<file path="config.mk">
export PLATFORM = sky130hd
export DESIGN_NAME = rf_wr_arbiter
export DESIGN_NICKNAME = d
export VERILOG_FILES = /design/src/rtl/rf_wr_arbiter.sv
export SDC_FILE = /design/constraint.sdc
export NUM_CORES = 1
export LEC_CHECK = 0
export CELL_PAD_IN_SITES_DETAIL_PLACEMENT = 0
export CELL_PAD_IN_SITES_GLOBAL_PLACEMENT = 1
export CORE_MARGIN = 3
export CORE_UTILIZATION = 33
export DETAILED_ROUTE_END_ITERATION = 7
export HOLD_SLACK_MARGIN = 0.02
export PLACE_DENSITY_LB_ADDON = 0.1
export SLEW_MARGIN = 20
export SYNTH_ARGS = -nofsm -noshare
export SYNTH_HDL_FRONTEND = slang
export SYNTH_SLANG_ARGS = --single-unit
</file>
<file path="constraint.sdc">
create_clock -name clk -period 5 [get_ports clk]
set_input_delay 1 -clock clk [delete_from_list [all_inputs] [get_ports clk]]
set_output_delay 1 -clock clk [all_outputs]
set_load 0.01 [all_outputs]
</file>
<file path="src/rtl/rf_wr_arbiter.sv">
// Two-port register-file write arbiter: round-robin between ALU and load
// writeback, one registered write per cycle, with halt/drain control.
module rf_wr_arbiter #(
    parameter int CNT_W = 16
) (
    input  logic             clk,
    input  logic             rst_n,
    input  logic             req0,
    input  logic [3:0]       addr0,
    input  logic [15:0]      data0,
    output logic             gnt0,
    input  logic             req1,
    input  logic [3:0]       addr1,
    input  logic [15:0]      data1,
    output logic             gnt1,
    input  logic             hlt,
    input  logic [3:0]       rd_addr0,
    input  logic [3:0]       rd_addr1,
    output logic             hit0,
    output logic             hit1,
    output logic [3:0]       dst_addr,
    output logic [15:0]      dst,
    output logic             we,
    output logic             halted,
    output logic [CNT_W-1:0] wr_cnt
);

    typedef enum logic [1:0] {
        S_RUN,
        S_DRAIN,
        S_HALTED
    } state_t;

    state_t           state_q, state_d;
    logic             last_q, last_d;
    logic [3:0]       dst_addr_q, dst_addr_d;
    logic [15:0]      dst_q, dst_d;
    logic             we_q, we_d;
    logic             halted_q, halted_d;
    logic [CNT_W-1:0] wr_cnt_q, wr_cnt_d;
    logic             run_ok;

    // last_q=1 means port 1 was granted most recently, so port 0 wins ties
    always_comb begin
        run_ok = rst_n && (state_q == S_RUN) && !hlt;
        gnt0   = run_ok && req0 && (!req1 || last_q);
        gnt1   = run_ok && req1 && (!req0 || !last_q);

        last_d     = last_q;
        dst_addr_d = dst_addr_q;
        dst_d      = dst_q;
        we_d       = 1'b0;
        if (gnt0) begin
            last_d     = 1'b0;
            dst_addr_d = addr0;
            dst_d      = data0;
            we_d       = (addr0 != 4'd0);
        end else if (gnt1) begin
            last_d     = 1'b1;
            dst_addr_d = addr1;
            dst_d      = data1;
            we_d       = (addr1 != 4'd0);
        end

        wr_cnt_d = wr_cnt_q;
        if (we_q && !(&wr_cnt_q)) begin
            wr_cnt_d = wr_cnt_q + CNT_W'(1);
        end

        state_d = state_q;
        unique case (state_q)
            S_RUN: begin
                if (hlt) begin
                    state_d = we_q ? S_DRAIN : S_HALTED;
                end
            end
            S_DRAIN:  state_d = S_HALTED;
            S_HALTED: state_d = hlt ? S_HALTED : S_RUN;
            default:  state_d = S_RUN;
        endcase
        halted_d = (state_d == S_HALTED);
    end

    always_ff @(posedge clk or negedge rst_n) begin
        if (!rst_n) begin
            state_q    <= S_RUN;
            last_q     <= 1'b1;
            dst_addr_q <= 4'd0;
            dst_q      <= 16'd0;
            we_q       <= 1'b0;
            halted_q   <= 1'b0;
            wr_cnt_q   <= '0;
        end else begin
            state_q    <= state_d;
            last_q     <= last_d;
            dst_addr_q <= dst_addr_d;
            dst_q      <= dst_d;
            we_q       <= we_d;
            halted_q   <= halted_d;
            wr_cnt_q   <= wr_cnt_d;
        end
    end

    assign hit0     = we_q && (rd_addr0 == dst_addr_q) && (rd_addr0 != 4'd0);
    assign hit1     = we_q && (rd_addr1 == dst_addr_q) && (rd_addr1 != 4'd0);
    assign dst_addr = dst_addr_q;
    assign dst      = dst_q;
    assign we       = we_q;
    assign halted   = halted_q;
    assign wr_cnt   = wr_cnt_q;

endmodule

</file>
## Yosys cells after proc, flatten, opt, wreduce, memory -nomap -nowiden

Index checks and enable logic that the tools add are counted.

| operators by class | value |
|---|---|
| add/subtract/negate cells | 1 |
| equal/unequal tests | 5 |
| mux-type cells | 12 |
| reduce and logical (&&, ||, !) cells | 25 |

Operator list:

| cell | number |
|---|---|
| 2-to-1 mux 16 bit | 2 |
| adder 16 x 1 -> 16 bit (second input constant) | 1 |
| AND reduction 16 bit | 1 |
| nonzero test 4 bit | 4 |
| logical AND 1 bit | 11 |
| == test 4 bit | 2 |
| 2-to-1 mux 4 bit | 2 |
| 2-to-1 mux 2 bit | 3 |
| case mux 2 bit (3 select lines) | 1 |
| logical NOT 1 bit | 5 |
| == test 2 bit (second input constant) | 2 |
| 2-to-1 mux 1 bit | 4 |
| == test 2 x 1 -> 1 bit (second input constant) | 1 |
| logical NOT 2 bit | 1 |
| logical OR 1 bit | 2 |
| nonzero test 2 bit | 1 |

| word-level totals | value |
|---|---|
| bits in registers | 41 |
| bits of input ports | 53 |
| output and inout port bits | 42 |
| logic and storage cells | 50 |

## Longest topological paths before layout

| depth | value |
|---|---|
| depth after elaboration | 7 |
| gate-level depth with buffers | 6 |

## Worst setup path after synthesis

No wires, ideal clock.

| timing | value |
|---|---|
| path type | input to output |
| start | input hlt |
| end | output gnt0 |
| arrival time | 1692 ps |
| required time | 4000 ps |
| setup slack | 2308 ps |
| stages on the path | 4 |
| cells stage by stage | nor4b_4 nand3_4 buf_6 inv_1 |

| between the ends | value |
|---|---|
| word-level cells in the longest chain between the ends | 4 |

RTL lines:

| what | line | RTL |
|---|---|---|
| start, declared | 16 | `input logic hlt,` |
| logical NOT 1 bit | 45 | `run_ok = rst_n && (state_q == S_RUN) && !hlt;` |
| logical AND 1 bit | 45 |  |
| logical AND 1 bit (2 in a row) | 46 | `gnt0 = run_ok && req0 && (!req1 \|\| last_q);` |
| end, declared | 11 | `output logic gnt0,` |

Every way passes these cells.

## Worst setup path after layout

Ends and elaborated chain as after synthesis.

==> metrics.txt <==
nets@finish 343; Least-Margin Pin Slew 0.5908 ns; register area share after synthesis 49.82%; Initial DRC Count 60; die area 7233 um2; Register-to-Register Path Depth 5; final setup vio count 0; CTS resizes 0; via count of the first global-routing pass 1802; Worst-path clk slew 0.08 ns; final setup skew 0.005691 ns; Area Overhead vs Synth 52.73%; hold slack 0.5186 ns; Die X 85.05 um; via count 1775; largest net degree at the start of global routing 42; Hold Path Class reg -> reg; final WL 5122 um; Reg-to-Reg Start state_q[1]$_DFF_PN0_; Post-DP HPWL 3790 um; VDD IR max 185.7 uV; Setup TNS 0 ns; Crit path max-delay family buffers and inverters; PortBufs 94; worst hold stages 1; Tot GR Track Use 14.57%; global-route wire length before repair 8569 um; Clk Latency, worst-skew pair 0.29 ns; WS Path Type in -> out; Initial Util 34.42%; CP max stage cell clkdlybuf4s50_1; Setup Slack @ Placement 1.054 ns; CP arrival 2.92 ns; root buf cell clkbuf_8; filler instances 545; Post CTS Setup Buffer Count 0; Syn Inst Count 194; unrepaired setup endpoints after global routing false; cell mode on critical path clkdlybuf4s50_1; Hold Path End last_q$_DFFE_PN1P_; clk sink count 41; diode count 0; Vias per Instance 4.863; max frequency 0.2551 GHz; Mapped Nets 248; Tot Pwr 0.0009784 W; Period minus WS final 3.920 ns; IO Pins 95; Final WS setup 1.080 ns; DRC Markers 0; Leak Pwr 1.385 nW; Yosys warning count 0; Post-Place Cell Area 3047 um2; worst slew margin relative to its limit 60.62%; maxcap violations 0; Critical Path Sink Type output port; antenna viol nets, final 0; Hold Buf Count CTS 0; R2R Setup Slk 3.05 ns; fin crit share 78.40%; post-route design area 3149 um2; Cell Pwr Density 310.7 nW/um2; gr ovfl total 0; first-pass iteration count of the detailed router 4; total CTS buffers 5; core area 5991 um2; CTS tree done; Die Span Y 85.05 um; CP Launch Type input port; Seq cells post-synth 41; gp weighted congestion 0.7605; RR Endpoint dst[12]$_DFFE_PN0P_; max-slew violation count 0; worst-path cell chain clkdlybuf4s50_1 > nor4b_4 > nand3_4 > inv_1 > clkdlybuf4s50_1; status complete, no violations; htree depth 2; critical path buffer and inverter count 3; CP Max Fanout 23; CP max stage delay 0.54 ns; final hold violation count 0; # rows 28; Req. time, crit path 4.00 ns; Syn Area/Cell 10.63 um2; CTS max path bufs 2; initial antenna violation count 0; share of cells above drive strength 1 6.207%; synthesized cell area 2062 um2; average wire per cell in the routed design 14.03 um; HP Start last_q$_DFFE_PN1P_; count of different cell masters after synthesis 35
## worst max-delay path by stage
stage | startpoint | to | cells past startpoint
global route | hlt | gnt0 | 5
CTS | hlt | gnt0 | 5
global placement | hlt | gnt0 | 5
detailed placement | hlt | gnt0 | 5
floorplan | hlt | gnt0 | 4
finish | hlt | gnt0 | 5
## synth_stat cells (all sizes together)
library cell | instances | share of area (%)
nor4 | 1 | 0.30
a21boi | 1 | 0.36
or3b | 1 | 0.42
xnor2 | 13 | 5.5
mux2 | 3 | 1.6
inv | 2 | 0.36
a31oi | 5 | 1.5
a41oi | 1 | 0.42
o21ai | 2 | 0.49
a21oi | 28 | 6.8
and4 | 3 | 1.3
a21o | 1 | 0.36
buf | 8 | 2.9
o41ai | 1 | 0.42
o211ai | 1 | 0.36
nand4 | 8 | 2.7
o21a | 1 | 0.36
mux2i | 22 | 11
ha | 1 | 0.61
nand3 | 4 | 1.6
nor2 | 23 | 4.2
nand2b | 2 | 0.61
dfstp | 1 | 1.3
nor4b | 2 | 1.6
and2 | 2 | 0.61
nand2 | 7 | 1.3
nor3 | 4 | 0.97
dfrtp | 40 | 49
and3 | 6 | 1.8
## cells in the final DEF (no fill, tap or decap), types with 2 or more instances in the layout
| cell type | instances |
|---|---|
| and2_1 | 2 |
| nand2_1 | 7 |
| and3_1 | 6 |
| clkdlybuf4s50_1 | 93 |
| nand3_1 | 3 |
| and4_1 | 3 |
| xnor2_1 | 13 |
| inv_1 | 2 |
| o21ai_0 | 2 |
| nor2_1 | 23 |
| a31oi_1 | 5 |
| mux2i_1 | 22 |
| nand4_1 | 7 |
| a21oi_1 | 28 |
| nand2b_1 | 2 |
| dfrtp_1 | 40 |
| clkbuf_8 | 7 |
| buf_4 | 2 |
| nor3_1 | 4 |
| mux2_2 | 2 |
## cells by family (layout without fill, tap and decap cells)
kind of cell    after synthesis  count (layout)  synth area share [%]
simple gates                 63              63                 17.35
compound gates               41              41                 11.10
flops                        41              41                 49.82
xor+xnor                     13              13                 5.522
mux                          25              25                 12.32
fa+ha+maj                     1               1                0.6067
buf+inv                      10             106                 3.276
## per-stage QoR
step,instances,utilization (%)
CTS,365,52.55
finish,365,52.57
global route,365,52.57
floorplan,194,-
global placement,357,50.86
detailed placement,357,50.86
## metal layers
metal | routed length [um] | GRT usage [%]
met5 | 0 | 0
met4 | 37 | 3.885
met3 | 339 | 4.951
met2 | 2586 | 25.21
met1 | 2158 | 17.22
## cell type report
| class | count | area (um2) | share of cell area [%] |
|---|---|---|---|
| flip-flops and latches | 41 | 1027 | 32.62 |
| multi-input cells | 143 | 968.4 | 30.75 |
| repair buffers | 96 | 950.9 | 30.19 |
| clock buffers | 7 | 96.34 | 3.059 |
| well taps | 75 | 93.84 | 2.980 |
| inverters | 2 | 7.507 | 0.2384 |
| clock inverters | 1 | 5.005 | 0.1589 |
## flip-flops by register name (all words and copies together), names as in the netlist
| name | cells |
|---|---|
| dst | 16 |
| wr_cnt | 16 |
| dst_addr | 4 |
| state_q | 2 |
| halted | 1 |
| last_q | 1 |
| we | 1 |
## power by group
group | switching [W] | total, W | leakage, nW | internal, W
clock network | 0.000115 | 0.000240 | 0.0542 | 0.000125
logic | 0.000111 | 0.000294 | 0.831 | 0.000182
registers | 0.0000540 | 0.000445 | 0.499 | 0.000391
total | 0.000281 | 0.000978 | 1.38 | 0.000698
No activity file was read; power rests on OpenSTA's default activity.
